## src/rtl/uart_pkg.sv

```systemverilog
// Shared UART definitions: FSM state encoding, parity types, legal prescale
// values, the transmit-path mux select and a majority-vote helper.
package uart_pkg;

  localparam int unsigned ST_W = 3;

  localparam logic [ST_W-1:0] ST_IDLE   = 3'd0;
  localparam logic [ST_W-1:0] ST_START  = 3'd1;
  localparam logic [ST_W-1:0] ST_DATA   = 3'd2;
  localparam logic [ST_W-1:0] ST_PARITY = 3'd3;
  localparam logic [ST_W-1:0] ST_STOP   = 3'd4;

  localparam logic PAR_EVEN = 1'b0;
  localparam logic PAR_ODD  = 1'b1;

  localparam int unsigned PRESCALE_8  = 8;
  localparam int unsigned PRESCALE_16 = 16;
  localparam int unsigned PRESCALE_32 = 32;

  // Output mux select shared with the transmit path.
  typedef enum logic [1:0] {
    MUX_START = 2'd0,
    MUX_STOP  = 2'd1,
    MUX_DATA  = 2'd2,
    MUX_PAR   = 2'd3
  } mux_sel_t;

  function automatic logic maj3(input logic a, input logic b, input logic c);
    return (a & b) | (a & c) | (b & c);
  endfunction

endpackage

```

## src/rtl/uart_rx_sampler.sv

```systemverilog
// Per-bit oversampling: edge counter, three mid-bit samples and majority vote.
// Strobes are combinational (_c) and only asserted while active.
module uart_rx_sampler
  import uart_pkg::*;
#(
  parameter int unsigned PRESCALE_W = 6
) (
  input  logic                  clk_rx,
  input  logic                  rst_rx,
  input  logic                  active,
  input  logic [PRESCALE_W-1:0] prescale,
  input  logic                  rx,
  output logic                  sample_done_c,
  output logic                  bit_val_c,
  output logic                  bit_end_c
);

  logic [PRESCALE_W-1:0] edge_cnt;
  logic [PRESCALE_W-1:0] half_c;
  logic [PRESCALE_W-1:0] last_c;
  logic                  smp_a;
  logic                  smp_b;

  assign half_c = prescale >> 1;
  assign last_c = prescale - PRESCALE_W'(1);

  // Wraps at the latched P-1 whatever P is, so odd prescales cannot stall it.
  always_ff @(posedge clk_rx or negedge rst_rx) begin
    if (!rst_rx) begin
      edge_cnt <= '0;
    end else if (!active || (edge_cnt == last_c)) begin
      edge_cnt <= '0;
    end else begin
      edge_cnt <= edge_cnt + PRESCALE_W'(1);
    end
  end

  // First two samples are held; the third is the live line at resolve time.
  always_ff @(posedge clk_rx or negedge rst_rx) begin
    if (!rst_rx) begin
      smp_a <= 1'b1;
      smp_b <= 1'b1;
    end else if (active) begin
      if (edge_cnt == (half_c - PRESCALE_W'(1))) begin
        smp_a <= rx;
      end
      if (edge_cnt == half_c) begin
        smp_b <= rx;
      end
    end
  end

  assign sample_done_c = active && (edge_cnt == (half_c + PRESCALE_W'(1)));
  assign bit_val_c     = maj3(smp_a, smp_b, rx);
  assign bit_end_c     = active && (edge_cnt == last_c);

endmodule

```

## src/rtl/uart_rx.sv

```systemverilog
// UART receiver: start detect, LSB-first deserialize, optional parity and stop check.
// Optional UART_RX_SYNC_EN adds a 2-flop input synchronizer (2 cycles extra latency).
module uart_rx
  import uart_pkg::*;
#(
  parameter int unsigned DATA_WIDTH = 8,
  parameter int unsigned PRESCALE_W = 6
) (
  input  logic                  clk_rx,
  input  logic                  rst_rx,
  input  logic                  rx_in_rx,
  input  logic [PRESCALE_W-1:0] prescale_rx,
  input  logic                  par_en_rx,
  input  logic                  par_typ_rx,
  output logic [DATA_WIDTH-1:0] p_data_rx,
  output logic                  data_valid_rx,
  output logic                  par_err_rx,
  output logic                  stp_err_rx
);

  localparam int unsigned CNT_W = (DATA_WIDTH > 1) ? $clog2(DATA_WIDTH) : 1;
  localparam logic [CNT_W-1:0] LAST_BIT = CNT_W'(DATA_WIDTH - 1);

  logic                  rx_c;
  logic [ST_W-1:0]       state;
  logic [ST_W-1:0]       state_nxt;
  logic [PRESCALE_W-1:0] prescale_q;
  logic                  par_en_q;
  logic                  par_typ_q;
  logic                  par_err_q;
  logic [DATA_WIDTH-1:0] shreg;
  logic [CNT_W-1:0]      bit_cnt;
  logic                  active_c;
  logic                  latch_cfg_c;
  logic                  par_calc_c;
  logic                  dv_nxt;
  logic                  pe_nxt;
  logic                  se_nxt;
  logic                  sample_done_c;
  logic                  bit_val_c;
  logic                  bit_end_c;

`ifdef UART_RX_SYNC_EN
  logic [1:0] sync_q;

  always_ff @(posedge clk_rx or negedge rst_rx) begin
    if (!rst_rx) begin
      sync_q <= 2'b11;
    end else begin
      sync_q <= {sync_q[0], rx_in_rx};
    end
  end

  assign rx_c = sync_q[1];
`else
  assign rx_c = rx_in_rx;
`endif

  assign active_c   = (state != ST_IDLE);
  assign par_calc_c = (^shreg) ^ (par_typ_q == PAR_ODD);

  uart_rx_sampler #(
    .PRESCALE_W (PRESCALE_W)
  ) u_sampler (
    .clk_rx        (clk_rx),
    .rst_rx        (rst_rx),
    .active        (active_c),
    .prescale      (prescale_q),
    .rx            (rx_c),
    .sample_done_c (sample_done_c),
    .bit_val_c     (bit_val_c),
    .bit_end_c     (bit_end_c)
  );

  always_ff @(posedge clk_rx or negedge rst_rx) begin
    if (!rst_rx) begin
      state <= ST_IDLE;
    end else begin
      state <= state_nxt;
    end
  end

  // Next state and next-cycle frame result pulses.
  always_comb begin
    state_nxt   = state;
    latch_cfg_c = 1'b0;
    dv_nxt      = 1'b0;
    pe_nxt      = 1'b0;
    se_nxt      = 1'b0;
    case (state)
      ST_IDLE: begin
        if (!rx_c) begin
          state_nxt   = ST_START;
          latch_cfg_c = 1'b1;
        end
      end
      ST_START: begin
        if (sample_done_c && bit_val_c) begin
          state_nxt = ST_IDLE;
        end else if (bit_end_c) begin
          state_nxt = ST_DATA;
        end
      end
      ST_DATA: begin
        if (bit_end_c && (bit_cnt == LAST_BIT)) begin
          state_nxt = par_en_q ? ST_PARITY : ST_STOP;
        end
      end
      ST_PARITY: begin
        if (bit_end_c) begin
          state_nxt = ST_STOP;
        end
      end
      ST_STOP: begin
        if (sample_done_c) begin
          state_nxt = ST_IDLE;
          dv_nxt    = bit_val_c && !par_err_q;
          pe_nxt    = par_err_q;
          se_nxt    = !bit_val_c;
        end else if (bit_end_c) begin
          // Degenerate prescale never reaches the resolve point; drop the frame.
          state_nxt = ST_IDLE;
        end
      end
      default: begin
        state_nxt = ST_IDLE;
      end
    endcase
  end

  // Frame configuration, deserializer, bit counter and parity record.
  always_ff @(posedge clk_rx or negedge rst_rx) begin
    if (!rst_rx) begin
      prescale_q <= PRESCALE_W'(PRESCALE_8);
      par_en_q   <= 1'b0;
      par_typ_q  <= PAR_EVEN;
      par_err_q  <= 1'b0;
      shreg      <= '0;
      bit_cnt    <= '0;
    end else begin
      if (latch_cfg_c) begin
        prescale_q <= prescale_rx;
        par_en_q   <= par_en_rx;
        par_typ_q  <= par_typ_rx;
        par_err_q  <= 1'b0;
        bit_cnt    <= '0;
      end
      if ((state == ST_DATA) && sample_done_c) begin
        shreg <= {bit_val_c, shreg[DATA_WIDTH-1:1]};
      end
      if ((state == ST_DATA) && bit_end_c) begin
        bit_cnt <= (bit_cnt == LAST_BIT) ? '0 : bit_cnt + CNT_W'(1);
      end
      if ((state == ST_PARITY) && sample_done_c) begin
        par_err_q <= (bit_val_c != par_calc_c);
      end
    end
  end

  // Registered outputs; p_data_rx only moves with a good frame.
  always_ff @(posedge clk_rx or negedge rst_rx) begin
    if (!rst_rx) begin
      p_data_rx     <= '0;
      data_valid_rx <= 1'b0;
      par_err_rx    <= 1'b0;
      stp_err_rx    <= 1'b0;
    end else begin
      data_valid_rx <= dv_nxt;
      par_err_rx    <= pe_nxt;
      stp_err_rx    <= se_nxt;
      if (dv_nxt) begin
        p_data_rx <= shreg;
      end
    end
  end

endmodule

```

## config.mk

```make
export PLATFORM = sky130hd
export DESIGN_NAME = uart_rx
export DESIGN_NICKNAME = d
export VERILOG_FILES = /design/src/rtl/uart_pkg.sv /design/src/rtl/uart_rx_sampler.sv /design/src/rtl/uart_rx.sv
export SDC_FILE = /design/constraint.sdc
export NUM_CORES = 1
export LEC_CHECK = 0
export CAP_MARGIN = 25
export CORE_MARGIN = 2
export CORE_UTILIZATION = 25
export DETAILED_ROUTE_END_ITERATION = 7
export PLACE_DENSITY_LB_ADDON = 0.2
export SYNTH_ARGS = -nofsm -noshare
export SYNTH_HDL_FRONTEND = slang
export SYNTH_HIERARCHICAL = 1
export SYNTH_SLANG_ARGS = --single-unit
```

## constraint.sdc

```tcl
create_clock -name clk_rx -period 3.55 [get_ports clk_rx]
set_input_delay 0.71 -clock clk_rx [delete_from_list [all_inputs] [get_ports clk_rx]]
set_output_delay 0.71 -clock clk_rx [all_outputs]
set_load 0.01 [all_outputs]
```

==> impl_metrics.json <==
{
  "pwr-share-comb_pct": 41.1,
  "rsz0062_at_grt": "false",
  "drtIter0Drc": 56,
  "core_um2": 9200,
  "initial_core_util_pct": 25.7,
  "hold_slack_ns": 0.197,
  "path_buf_inv": 1,
  "drive_gt1_share_pct": 22.4,
  "avgSynthCellArea_um2": 11.8,
  "fmaxAchievable_mhz": 367,
  "dieHeight_um": 101,
  "cts_inserted_buffers": 5,
  "ir_drop_uv": 227,
  "diodes": 0,
  "path_clk_slew_ns": 0.09,
  "ios": 22,
  "wl_per_cell_um": 13.6,
  "post-route-period-util_pct": 76.8,
  "worst_pin_slew_ns": 0.401,
  "setup_viol": 0,
  "path_delay_family": "simple AND/OR/NAND/NOR gates",
  "cpPeakStageDelay_ns": 0.50,
  "dp_hpwl_um": 3150,
  "min_path_type": "primary input to asynchronous set/reset pin",
  "cts_hold_buf": 0,
  "cts-root-buf": "clkbuf_8",
  "grt_pass1_wl_um": 7930,
  "post_cts_resize_count": 0,
  "slowest_stage": "dfrtp_1",
  "power_uw": 2170,
  "yosysTopAreaCellShare_pct": 41.2,
  "synth-seq-cells": 42,
  "finalHoldViolations": 0,
  "drc": 0,
  "syn_area_um2": 2370,
  "clock_skew_ns": 0.00618,
  "rows": 35,
  "start_kind": "register",
  "totalNegativeSetupSlack_ns": 0,
  "synth_cell_types": 44,
  "placed_cell_area_um2": 2630,
  "reg2reg_depth": 11,
  "die_area_um2": 10300,
  "port_buffers": 21,
  "cts_tree": "done",
  "power.switching_uw": 824,
  "nNetsFinal": 240,
  "cts_buffer_depth": 2,
  "p_int_uw": 1350,
  "wirelength_um": 4550,
  "clock_latency_ns": 0.30,
  "htree_num_levels": 2,
  "crit_chain": "ha_1 > nor3b_1 > o21a_1 > a21oi_1 > o22a_1 > nor4_1 > buf_4 > nand2_1 > nor3_2 > nand3b_2 > mux2_2",
  "switching_share_pct": 38.0,
  "synth_nets": 219,
  "vias": 1509,
  "p_leak_uw": 0.00120,
  "synth_cells": 201,
  "globalRoute.totalOverflow": 0,
  "powerDensity_nw_per_um2": 778,
  "max-slew-margin-rel_pct": 73.0,
  "drv_slew": 0,
  "grt_pass1_vias": 1633,
  "setup_ws_ns": 0.823,
  "cts_sinks": 42,
  "outcome": "complete, no violations",
  "fin_area_um2": 2790,
  "pwr-share-seq_pct": 37.4,
  "grt.total_usage_pct": 9.74,
  "cp.arrival_ns": 2.91,
  "yosysTopAreaCell": "dfrtp_1",
  "drv_cap": 0,
  "critical_path_depth": 11,
  "drtPass1Iterations": 4,
  "timing.final.crit_period_ns": 2.73,
  "post-cts-setup-buffer-count": 0,
  "endpoint_kind": "register",
  "clkPwrFrac_pct": 21.5,
  "die_w_um": 101,
  "syn2layout_area_growth_pct": 17.9,
  "grt_max_degree": 43,
  "routed_via_density": 4.52,
  "synth_warnings": 6,
  "crit_required_ns": 3.74,
  "place_ws_ns": 0.793,
  "path_max_fanout": 10,
  "antenna_found_initial": 0,
  "criticalPathCategory": "register to register",
  "ant_nets": 0,
  "place.gp.congestion": 0.730,
  "synth_area_leaders": "dfrtp_1, mux2_2, xnor2_1",
  "yosysSeqAreaShare_pct": 44.6
}
==> flip-flops by register name, indices dropped and copies added, names as in the netlist <==
| signal | cells |
|---|---|
| u_sampler/smp_a | 1 |
| par_err_q | 1 |
| par_err_rx | 1 |
| p_data_rx | 8 |
| bit_cnt | 3 |
| stp_err_rx | 1 |
| state | 3 |
| par_en_q | 1 |
| shreg | 8 |
| u_sampler/edge_cnt | 6 |
| u_sampler/smp_b | 1 |
| data_valid_rx | 1 |
| prescale_q | 6 |
| par_typ_q | 1 |
==> layout make-up <==
class | count | area (um2)
clock buffers | 5 | 68.8
inverters | 4 | 15.0
well taps | 111 | 139
multi-input cells | 145 | 1200
fillers | 979 | 6410
clock inverters | 3 | 68.8
repair buffers | 24 | 240
flip-flops and latches | 42 | 1050
==> worst paths after layout <==
kind,startpoint,to,slack (ns)
max,prescale_q[2],p_data_rx[2],0.82
max reg2reg,prescale_q[2],p_data_rx[2],0.82
min reg2reg,p_data_rx[7],p_data_rx[7],0.51
min in group clk_rx,p_data_rx[7],p_data_rx[7],0.51
min,rst_rx,p_data_rx[2],0.20
max in group asynchronous,rst_rx,u_sampler/smp_a,2.89
==> worst register-to-register path: stages (launching register included) <==
cell	delay, ns
dfrtp_1	0.50
ha_1	0.30
nor3b_1	0.19
o21a_1	0.14
a21oi_1	0.04
o22a_1	0.20
nor4_1	0.23
buf_4	0.20
nand2_1	0.07
nor3_2	0.16
nand3b_2	0.25
mux2_2	0.34
==> placed cells by master, fill, tap and decap left out, drive strengths merged, types with 2 or more instances in the layout <==
master,netlist,layout
inv,4,4
clkbuf,1,5
nand3b,2,2
nor2b,2,2
and2,3,3
nor3,2,2
clkdlybuf4s50,0,20
dfrtp,39,39
nor3b,4,4
or3,2,2
a31oi,2,2
bufinv,0,2
dfstp,3,3
nand2,14,14
a22o,4,4
ha,7,7
nor2,13,13
a21oi,3,3
xnor2,19,19
buf,9,4
and3,4,4
xor2,12,12
o21ai,3,3
nor4b,2,2
mux2,26,26
nor4,4,4
nand3,5,5
nand4b,3,3
==> power by group through the flow <==
stage | sequential (uW) | combinational (uW) | clock [uW]
floorplan | 701 | 875 | 0
global placement | 823 | 901 | 0
global route | 845 | 1000 | 505
detailed placement | 823 | 888 | 0
finish | 812 | 892 | 466
CTS | 816 | 896 | 484
==> logic make-up (layout without fill, tap and decap cells) <==
group / count (synthesis) / count (layout) / share of synthesized area, %
AND/OR/NAND/NOR: 62 / 62 / 15.9
adder cells (fa/ha/maj): 8 / 8 / 4.12
flip-flops: 42 / 42 / 44.6
AO/OA/AOI/OAI: 17 / 17 / 5.87
multiplexers: 26 / 26 / 12.5
XOR/XNOR: 32 / 32 / 12.4
buffers and inverters: 14 / 36 / 4.55
==> cell usage after synthesis (all sizes together) <==
cell type / n
nand2: 14
xnor2: 19
nand4: 1
xnor3: 1
a22o: 4
dfrtp: 39
dfstp: 3
o21ai: 3
clkbuf: 1
o22a: 1
o21a: 1
nor4b: 2
mux2: 26
xor2: 12
a21oi: 3
nor2b: 2
nand4b: 3
inv: 4
o211ai: 1
and3: 4
a311o: 1
buf: 9
nand3b: 2
a2111oi: 1
nand2b: 1
ha: 7
nor4: 4
and2: 3
a31oi: 2
nand3: 5
nor3: 2
nor3b: 4
nor2: 13
maj3: 1
or3: 2
==> layer usage <==
metal  vias to the layer above  wire, um  global-route usage [%]
met5                         -         0                       0
met4                         0        31                    3.12
met3                         4       122                    2.14
met2                        18      2190                    16.0
met1                       748      2210                    12.7
li1                        739         -                       -
==> metrics by stage <==
| stage | util [%] | std cells |
|---|---|---|
| after floorplan | - | 201 |
| after detailed placement | 28.6 | 325 |
| after global routing | 30.3 | 334 |
| final | 30.3 | 334 |
| after global placement | 28.6 | 325 |
| after CTS | 30.1 | 333 |
Power figures use the tool's default switching activity.
